<file path="config.mk">
export PLATFORM = sky130hd
export DESIGN_NAME = uart_tx_arbiter
export DESIGN_NICKNAME = d
export VERILOG_FILES = /design/src/rtl/uart_tx_arbiter.sv
export SDC_FILE = /design/constraint.sdc
export NUM_CORES = 1
export LEC_CHECK = 0
export CAP_MARGIN = 15
export CORE_ASPECT_RATIO = 1.5
export CORE_MARGIN = 2
export CORE_UTILIZATION = 48
export CTS_CLUSTER_SIZE = 24
export DETAILED_ROUTE_END_ITERATION = 8
export HOLD_SLACK_MARGIN = 0.12
export PLACE_DENSITY = 0.91
export SLEW_MARGIN = 20
export SYNTH_ARGS = -nofsm -noshare
export SYNTH_HDL_FRONTEND = slang
export SYNTH_SLANG_ARGS = --single-unit
</file>
<file path="constraint.sdc">
create_clock -name clk -period 3.5 [get_ports clk]
set_input_delay 0.525 -clock clk [delete_from_list [all_inputs] [get_ports clk]]
set_output_delay 0.525 -clock clk [all_outputs]
set_load 0.01 [all_outputs]
</file>
<file path="src/rtl/uart_tx_arbiter.sv">
`default_nettype none
// ============================================================================
// Module  : uart_tx_arbiter
// Purpose : Round-robin sharing of one UART transmitter among NUM_REQ clients;
//           latches the winner's byte, launches the frame, acks on frame end.
// Revision: 1.0
// ============================================================================
module uart_tx_arbiter #(
  parameter int NUM_REQ   = 4,
  parameter int LAUNCH_TO = 64,
  localparam int ID_W     = $clog2(NUM_REQ)
) (
  input  logic                 clk,
  input  logic                 rst,
  input  logic                 i_en,
  input  logic [NUM_REQ-1:0]   i_req,
  input  logic [8*NUM_REQ-1:0] i_req_data,
  output logic [NUM_REQ-1:0]   o_ack,
  output logic                 o_tx_start,
  output logic [7:0]           o_tx_data,
  input  logic                 i_tx_busy,
  output logic [ID_W-1:0]      o_owner,
  output logic                 o_active,
  output logic                 o_timeout_err,
  input  logic                 i_err_clr
);

  localparam logic [1:0] S_IDLE   = 2'd0;
  localparam logic [1:0] S_LAUNCH = 2'd1;
  localparam logic [1:0] S_DRAIN  = 2'd2;
  localparam logic [1:0] S_DONE   = 2'd3;

  localparam logic [7:0]      c_TO_LAST = 8'(LAUNCH_TO - 1);
  localparam logic [ID_W-1:0] c_ID_LAST = ID_W'(NUM_REQ - 1);

  logic [1:0]      r_state;
  logic            r_tx_start;
  logic [7:0]      r_tx_data;
  logic [ID_W-1:0] r_owner;
  logic [ID_W-1:0] r_rr_ptr;
  logic [7:0]      r_to_cnt;
  logic            r_timeout_err;

  logic            w_found;
  logic [ID_W-1:0] w_winner;
  int              w_idx;
  logic            w_to_set;
  logic [ID_W-1:0] w_rr_next;

  // Scan requesters starting at the round-robin pointer, wrapping modulo NUM_REQ.
  always_comb begin
    w_found  = 1'b0;
    w_winner = '0;
    w_idx    = 0;
    for (int k = 0; k < NUM_REQ; k++) begin
      w_idx = int'(r_rr_ptr) + k;
      if (w_idx >= NUM_REQ) begin
        w_idx = w_idx - NUM_REQ;
      end
      if (!w_found && i_req[w_idx]) begin
        w_found  = 1'b1;
        w_winner = ID_W'(w_idx);
      end
    end
  end

  assign w_to_set  = (r_state == S_LAUNCH) && !i_tx_busy && (r_to_cnt == c_TO_LAST);
  assign w_rr_next = (r_owner == c_ID_LAST) ? '0 : r_owner + 1'b1;

  always_ff @(posedge clk) begin
    if (rst) begin
      r_state       <= S_IDLE;
      r_tx_start    <= 1'b0;
      r_tx_data     <= 8'h00;
      r_owner       <= '0;
      r_rr_ptr      <= '0;
      r_to_cnt      <= 8'h00;
      r_timeout_err <= 1'b0;
    end else begin
      case (r_state)
        S_IDLE: begin
          if (i_en && w_found) begin
            r_owner    <= w_winner;
            r_tx_data  <= i_req_data[{w_winner, 3'b000} +: 8];
            r_tx_start <= 1'b1;
            r_to_cnt   <= 8'h00;
            r_state    <= S_LAUNCH;
          end
        end
        S_LAUNCH: begin
          // tx_start stays high here until the UART reports busy, since it
          // only samples the strobe on its baud enable.
          if (i_tx_busy) begin
            r_tx_start <= 1'b0;
            r_state    <= S_DRAIN;
          end else if (r_to_cnt == c_TO_LAST) begin
            r_tx_start <= 1'b0;
            r_state    <= S_DONE;
          end else begin
            r_to_cnt <= r_to_cnt + 8'h01;
          end
        end
        S_DRAIN: begin
          if (!i_tx_busy) begin
            r_state <= S_DONE;
          end
        end
        S_DONE: begin
          r_rr_ptr <= w_rr_next;
          r_state  <= S_IDLE;
        end
        default: begin
          r_state <= S_IDLE;
        end
      endcase

      if (w_to_set) begin
        r_timeout_err <= 1'b1;
      end else if (i_err_clr) begin
        r_timeout_err <= 1'b0;
      end
    end
  end

  assign o_ack         = (r_state == S_DONE) ? (NUM_REQ'(1) << r_owner) : '0;
  assign o_tx_start    = r_tx_start;
  assign o_tx_data     = r_tx_data;
  assign o_owner       = r_owner;
  assign o_active      = (r_state != S_IDLE);
  assign o_timeout_err = r_timeout_err;

endmodule
`default_nettype wire

</file>
# Yosys cells after proc, flatten, opt, wreduce, memory -nomap -nowiden
# Cells that the tools add are included.
# word_totals
word_cells	95
output_inout_bits	17
reg_bits	24
inputBits	41
# classes
n_eq_ne	10
mux	41
n_reduce_logical	18
magnitude_cmp	8
addsub	9
shift	2
# ops
op	count
$lt 32x4->1 const B	4
$mux 32	4
$shiftx 32x6->8	1
$mux 8	3
$mux 2	9
$mux 1	17
$pmux 8 s2	1
$sub 3x3->4 const B	3
$ge 3x3->1 const B	3
$add 8x1->8 const B	1
$bmux 1 s2	4
$eq 8x6->1 const B	1
$ne 2x2->1 const B	4
$pmux 2 s4	1
$add 2x2->3 const B	2
$eq 2x2->1 const B	3
$logic_and 1x1->1	6
$reduce_and 3->1	2
$reduce_bool 2->1	3
$logic_not 1->1	4
$mux 4	1
$reduce_and 4->1	1
$shl 1x2->4 const A	1
$sub 2x3->4 const B	1
other kinds (8)	8

# Depth between registers and ports, before layout
# Gate-level depths: netlist (run 1).
# logic_depth
ltp_word	18
mapped_depth	7
mapped_depth_nobuf	7

# Worst setup path after synthesis (run 1)
# No wires, ideal clock.
# synth_path
kind	input to register
from	input i_req[0]
to	register r_to_cnt[4]
required_ns	3.371
setup_slack_ns	1.698
cell_stages	5
setup_time_ns	0.129
t_arrival_ns	1.673
path_buffers	0
path_cell_list	or4_4 a31o_4 o2111ai_1 xor2_1 nor2_1
# synth_via
elab_chain_cells	16
elab_cells_between_ends	25
cone_classes	eq/ne: 1; mux: 16; reduce/logical: 8
# synth_lines
item	line	source
from (decl)	16	input logic [NUM_REQ-1:0] i_req,
$bmux 1 s2	60	if (!w_found && i_req[w_idx]) begin
$mux 1 (not written as such) (2 in series)	60	
$mux 1	60	
$logic_not 1->1	60	
$logic_and 1x1->1	60	
$mux 1	60	
$logic_not 1->1	60	
$logic_and 1x1->1	60	
$mux 1	60	
$logic_not 1->1	60	
$logic_and 1x1->1	60	
$mux 1 *	60	
$logic_and 1x1->1 *	82	if (i_en && w_found) begin
$ne 2x2->1 (no source line) *	-	
$reduce_and 4->1 (no source line) *	-	
to (signal assigned)	100	r_to_cnt <= r_to_cnt + 8'h01;
to (decl)	41	logic [7:0] r_to_cnt;
# Every way passes the cells marked *; elsewhere a longest branch is shown, timed or not. The select of a mux whose other input is x is not followed.
# A chain may end at the register's enable or synchronous reset.

# Worst setup path after layout (run 1)
# layout_path
from	input i_req[0]
to	register r_tx_data[5] (netlist: o_tx_data[5])
# layout_via
elab_chain_cells	15
elab_cells_between_ends	29
cone_classes	shift: 1; mux: 20; reduce/logical: 8
# layout_lines
item	line	source
branches (longest 15 deep; another with $bmux 1 s2)	-	
to (signal assigned)	84	r_tx_data <= i_req_data[{w_winner, 3'b000} +: 8];
to (decl)	38	logic [7:0] r_tx_data;
# Several ways; the timed one is not identified. The select of a mux whose other input is x is not followed.

==> results of run 1 <==
## how the worst min path moves through the flow
| stage | from | to | slack, ns |
|---|---|---|---|
| floorplan | r_to_cnt[1]$_SDFFE_PP0P_ | r_to_cnt[1]$_SDFFE_PP0P_ | 0.44 |
| global placement | r_to_cnt[1]$_SDFFE_PP0P_ | r_to_cnt[1]$_SDFFE_PP0P_ | 0.46 |
| detailed placement | r_to_cnt[1]$_SDFFE_PP0P_ | r_to_cnt[1]$_SDFFE_PP0P_ | 0.47 |
| CTS | r_to_cnt[1]$_SDFFE_PP0P_ | r_to_cnt[1]$_SDFFE_PP0P_ | 0.48 |
| global route | r_to_cnt[1]$_SDFFE_PP0P_ | r_to_cnt[1]$_SDFFE_PP0P_ | 0.50 |
| finish | r_to_cnt[1]$_SDFFE_PP0P_ | r_to_cnt[1]$_SDFFE_PP0P_ | 0.48 |
## metrics by stage
step | cell area [sq um] | cells
after floorplan | 1555 | 168
after global routing | 2217 | 265
final | 2217 | 265
after global placement | 2146 | 261
after CTS | 2217 | 265
after detailed placement | 2146 | 261
## cell type report
class | instances | area (sq um)
Multi-Input combinational cell | 131 | 1011
Fill cell | 226 | 910.9
Timing Repair Buffer | 57 | 570.5
Sequential cell | 24 | 480.5
Tap cell | 40 | 50.05
Clock buffer | 3 | 41.29
Inverter | 9 | 33.78
Clock inverter | 1 | 30.03
## kinds of logic (layout without fill, tap and decap cells)
group,Yosys count,in the layout,share of synthesized area
XOR/XNOR,4,4,0.02252
multiplexers,19,19,0.1231
buffers and inverters,13,70,0.04103
AND/OR/NAND/NOR,52,52,0.1834
adder cells (fa/ha/maj),10,10,0.08045
AO/OA/AOI/OAI,46,46,0.2406
flip-flops,24,24,0.3089
## power by group through the flow
stage | registers [W] | clock network [W] | logic [W]
global placement | 0.000360 | 0 | 0.000459
floorplan | 0.000368 | 0 | 0.000288
CTS | 0.000355 | 0.000250 | 0.000473
detailed placement | 0.000361 | 0 | 0.000469
global route | 0.000361 | 0.000260 | 0.000524
finish | 0.000355 | 0.000248 | 0.000472
## placed cells by master, fill, tap and decap left out, types with 3 or more instances in the layout
| cell | instances |
|---|---|
| dfxtp_1 | 24 |
| a211o_1 | 3 |
| clkbuf_8 | 3 |
| o21ai_0 | 6 |
| inv_1 | 8 |
| o221ai_1 | 8 |
| nand2b_1 | 3 |
| and2_1 | 4 |
| nand2_1 | 5 |
| nand3_1 | 4 |
| nand3b_1 | 8 |
| ha_1 | 10 |
| clkdlybuf4s50_1 | 57 |
| nor2_1 | 16 |
| mux2i_1 | 18 |
| xor2_1 | 4 |
| a21oi_1 | 11 |
## worst max-delay path, stage by stage
cell and delay (ns):
clkdlybuf4s50_1 0.48, or4_4 0.60, nand3_1 0.44, nor2_1 0.14
nand2b_1 0.22, o221ai_1 0.15
## state kept, by name, summed over array words and instances, names as in the netlist
register,cells
r_state,2
o_timeout_err,1
o_tx_start,1
o_tx_data,8
r_rr_ptr,2
r_to_cnt,8
o_owner,2
## layer usage
metal  vias up  wire length, um
met3        10              235
li1        741                -
met5         -                0
met1       683             1331
met2        68             2030
met4         0               89
==> metrics.txt, run 1 <==
antenna cell count 0; endpoints failing hold 0; initial core utilization 0.4972; distinct cell type count of the synthesized netlist between 40 and 50; number of hold buffers added after cts 0; vias in the first global route 1507; achievable frequency slightly above 0.4 GHz; Yosys Warn Count 0; run status complete, no violations; WL final between 3000 and 4000 um; worst reg-to-reg setup slack 1.33 ns; fraction of layout instances using a drive strength above 1 0.06222; deepest level of the CTS H-tree 1; top area cells in the synthesized netlist dfxtp_1, mux2i_1, ha_1; total grt overflow 0; post-CTS setup buffer count 0; area enclosed by the die boundary 3721 sq um; total power per unit cell area between 400 and 500 nW/um^2; met2 Usage GRT 0.4137; CTS tree built; global-route wire length before repair around 6300 um; clock transition at the registers of the reported paths roughly 0.090 ns; vias after detailed routing approximately 1500; worst min-delay path class reg -> reg; GRT Util Overall 0.2210; max-capacitance violation count 0; final core area utilization 0.7088; worst slack, placed around 0.79 ns; maximum fanout count along the critical path 16; worst setup path startpoint i_req[0]; total of cells resized after clock tree synthesis 0; required time at the endpoint of the critical path 3.64 ns; drt via density between 5 and 6; R2R Path End o_tx_data[5]$_SDFFE_PP0P_; count of antenna-violating nets left after detailed routing 0; top-level port count 58; initial antenna violation count 0; CTS Root Cell clkbuf_8; average instance area after synthesis 9.257 sq um; total number of clock tree sinks 24; largest area contributor in the netlist dfxtp_1; area of the core 3128 sq um; post-DP HPWL around 2900 um; Synth Register Bits 24; share of the clock period used by the worst path 0.6899; leakage power about 0.81 nW; minimum clock period after layout between 2 and 2.5 ns; max-slew violation total from the final report 0; number of synthesized flops with an enable pin 0; number of buffer cells added on primary ports between 50 and 60; met1 GRT Util 0.2236; setup repair after global routing missed its margin false; slew of the pin with the lowest slew margin just under 0.8 ns; leading cell type by number of instances after synthesis dfxtp_1; sum of negative setup slack 0 ns; Row Count 25; Final Net Count around 280; combinational share of power 0.439; dominant register cell in the synthesized netlist dfxtp_1; maximum number of buffers from clock root to sink 2; worst reg-to-reg path cell count 5; pin count of the biggest net entering global routing 24; count of unresolved DRC violations after routing 0; TritonCTS buffer count 3; kind of end point of the critical path flop; Crit path arrival time roughly 2.6 ns; setup ws final 1.085 ns; Worst slew margin 0.4712; maximum clock skew at final layout between 0.006 and 0.007 ns; Area Growth Syn to Fin 42.56%; destination of the critical timing path o_tx_data[5]$_SDFFE_PP0P_; Worst Hold Depth 2; post-layout total power 0.001075 W; Async S/R FF share, synth 0; final setup violation count 0; Clock Latency Late Sink 0.28 ns; critical register-to-register path startpoint r_rr_ptr[1]$_SDFFE_PP0P_; number of nets in the synthesized netlist around 220; crit start category input port; Chip Height ~74 um; area share of the largest cell type after synthesis 0.3089; placer's final routability congestion estimate roughly 0.78; Seq/Total Area, Yosys 0.3089; DR WL/cell around 14 um; category of the most critical setup path in -> reg; Syn Std Cell Area ~1600 sq um; sequential fraction of design power 0.331; detailed-routing iteration count for the pre-antenna-repair pass 4; Clock Power Share 0.231; number of cells produced by synthesis about 170; final worst hold slack 0.4766 ns; die width 50.48 um; power spent charging and discharging nets between 0.0003 and 0.0004 W; detailed router's first-iteration violation count 25; internal power component ~0.0007 W; grt peak-use layer met2; most used standard cells in the synthesized netlist dfxtp_1, mux2i_1, nor2_1; fraction of power spent switching nets 0.3467; met3 Track Usage GR 0.04472; Max VDD drop around 340 uV
Power figures use the tool's default switching activity.
==> inputs of run 2 (changes only) <==
- CORE_UTILIZATION: 48 -> 40
- PLACE_DENSITY: 0.91 -> 0.81
- clock period: 3.5 -> 2.13 ns (I/O delays scaled with it)
==> run 2 against run 1 <==
  * Final area increased by 4.5%
  * Via count is 3.1% higher
  * Routed wire length up 0.71%
  * Worst setup slack got worse by 0.96 ns
==> metrics.txt, run 2 (synthesis results as in run 1) <==
WL final 3713 um (+0.71%); Area Growth Syn to Fin 48.91%; Final Net Count 288 (+4.0%); area enclosed by the die boundary 4413 sq um (+19%); category of the most critical setup path reg -> out; number of hold buffers added after cts 0 (unchanged); worst min-delay path class reg -> reg; total of cells resized after clock tree synthesis 0 (unchanged); drt via density 5.552 (-2.0%); max-capacitance violation count 0 (unchanged); setup repair after global routing missed its margin false; clock transition at the registers of the reported paths 0.09 ns (about the same); destination of the critical timing path o_active; total grt overflow 0 (unchanged); final core area utilization 0.6232 (-0.08557); final setup violation count 0 (unchanged); achievable frequency roughly 0.5 GHz; count of unresolved DRC violations after routing 0 (unchanged); post-CTS setup buffer count 0 (unchanged); antenna cell count 0 (unchanged); endpoints failing hold 0 (unchanged); count of antenna-violating nets left after detailed routing 0 (unchanged); buffers plus inverters on the worst setup path 3 (+2); total number of clock tree sinks 24 (unchanged); maximum number of buffers from clock root to sink 2 (unchanged); R2R Path End r_state[0]$_SDFFE_PP0P_; top-level port count 58 (unchanged); CP most frequent cell inv_1; global-route wire length before repair 6492 um (+3.1%); commonest cells after routing, fill and taps aside clkdlybuf4s50_1, dfxtp_1, mux2i_1; total power per unit cell area 787.4 nW/um^2 (+62%); total of fill cells in the finished design 325 (+44%); worst setup path startpoint r_state[1]$_SDFFE_PP0P_; worst reg-to-reg setup slack 0.34 ns (-0.99 ns); Worst path slowest cell clkdlybuf4s50_1; Crit path arrival time 1.69 ns (-0.87 ns); max-slew violation total from the final report 0 (unchanged); DR WL/cell 13.31 um (-4.3%); kind of cell with the highest combined delay on the critical path buffers and inverters; initial core utilization 0.4185 (-0.07868); CTS Root Cell clkbuf_8; post-DP HPWL 2944 um (+2.3%); run status complete, no violations; detailed-routing iteration count for the pre-antenna-repair pass 4 (unchanged); maximum fanout count along the critical path 5 (-11); total instance count after detailed placement 275 (+5.4%); slew of the pin with the lowest slew margin 0.4813 ns (-0.3111 ns); vias after detailed routing 1549 (+3.1%); Clock Latency Late Sink 0.27 ns (about the same); pin count of the biggest net entering global routing 15 (-38%); placer's final routability congestion estimate 0.8673 (+12%); Worst slew margin 0.6785 (+0.2073); worst reg-to-reg path cell count 7 (+2); share of the clock period used by the worst path 0.9411; critical register-to-register path startpoint r_state[1]$_SDFFE_PP0P_; deepest level of the CTS H-tree 1 (unchanged); area of the core 3716 sq um (+19%); vias in the first global route 1593 (+5.7%); Row Count 27 (+8.0%); number of buffer cells added on primary ports 57 (unchanged); crit start category flop; fraction of layout instances using a drive strength above 1 0.1059 (+0.04371); detailed router's first-iteration violation count 16 (-36%); die width 54.91 um (+8.8%); GRT Util Overall 0.1918 (-0.02916); path length in cells of the critical path 4 (-2); required time at the endpoint of the critical path 1.81 ns (-1.83 ns); sequence of cells on the critical path inv_1 -> ha_1 -> inv_1 -> clkdlybuf4s50_1; TritonCTS buffer count 3 (unchanged); Max VDD drop 535.6 uV (+60%); leakage power 0.8639 nW (+6.9%); most common library cell in the layout ignoring fill and taps clkdlybuf4s50_1; maximum clock skew at final layout 0.006803 ns (+0.0001407 ns); kind of end point of the critical path output pin; Chip Height 80.37 um (+9.0%); critical path's largest stage delay 0.54 ns (-0.06 ns); initial antenna violation count 0 (unchanged); post-route non-filler standard cell count 279 (+5.3%); minimum clock period after layout between 2 and 2.5 ns; CTS tree built
==> run 2: cell types whose count changed in the layout (fill, tap and decap cells not counted) <==
| cell | change |
|---|---|
| buf_4 | +10 |
| buf_12 | +1 |
==> run 2: layout make-up <==
class / instances / area [sq um] / area share
Clock buffer: 3 / 41.29 / 0.01783
Clock inverter: 1 / 30.03 / 0.01297
Inverter: 9 / 33.78 / 0.01459
Multi-Input combinational cell: 131 / 1011 / 0.4365
Sequential cell: 24 / 480.5 / 0.2075
Tap cell: 43 / 53.80 / 0.02323
Timing Repair Buffer: 68 / 665.6 / 0.2874
==> run 2: worst min path at each step <==
stage | startpoint | endpoint | slack [ns] | cells after the start
final | r_to_cnt[1]$_SDFFE_PP0P_ | r_to_cnt[1]$_SDFFE_PP0P_ | 0.48 | 2
after global routing | r_to_cnt[1]$_SDFFE_PP0P_ | r_to_cnt[1]$_SDFFE_PP0P_ | 0.52 | 2
after CTS | r_to_cnt[1]$_SDFFE_PP0P_ | r_to_cnt[1]$_SDFFE_PP0P_ | 0.48 | 2
after floorplan | r_to_cnt[1]$_SDFFE_PP0P_ | r_to_cnt[1]$_SDFFE_PP0P_ | 0.44 | 2
after global placement | r_to_cnt[1]$_SDFFE_PP0P_ | r_to_cnt[1]$_SDFFE_PP0P_ | 0.46 | 2
after detailed placement | r_to_cnt[1]$_SDFFE_PP0P_ | r_to_cnt[1]$_SDFFE_PP0P_ | 0.46 | 2
==> run 2: metrics by stage <==
step                      setup TNS [ns]  area (sq um)  setup slack, ns  power [W]  hold slack [ns]
after floorplan                        0          1555           0.4349   0.001078           0.4443
after global placement                 0          2245          0.04308   0.001417           0.4625
after detailed placement        -0.02276          2245         -0.01594   0.001428           0.4648
after CTS                              0          2316           0.1112   0.001838           0.4776
after global routing                   0          2316          0.02248   0.001952           0.5173
final                                  0          2316           0.1255   0.001824           0.4774
==> run 2: layer usage <==
layer,part of all wire,GRT usage,up-vias
li1,-,-,767
met1,0.41,0.2122,728
met2,0.52,0.3452,50
met3,0.060,0.03903,4
met4,0.011,0.06585,0
met5,0,0,-
==> run 2: power by group <==
group	internal [W]	leakage, nW	switching (W)
sequential	0.000524	0.195	0.0000612
clock	0.000251	0.0357	0.000151
combinational	0.000427	0.633	0.000410
total	0.00120	0.864	0.000621
==> run 2: worst reg2reg max path, delay by kind of cell (launching register included) <==
family                     cells  cell delay, ns
and+or+nand+nor                1            0.06
DFF                            1            0.41
buffers and inverters          2            0.18
adders and majority gates      1            0.26
AOI/OAI and AO/OA              3            0.78
==> inputs of run 3 (changes only) <==
- HOLD_SLACK_MARGIN: 0.12 -> 0.02
- TNS_END_PERCENT: not set -> 50
==> results of run 3 <==
The final DEF is identical to that of run 2; final timing and power are the same.
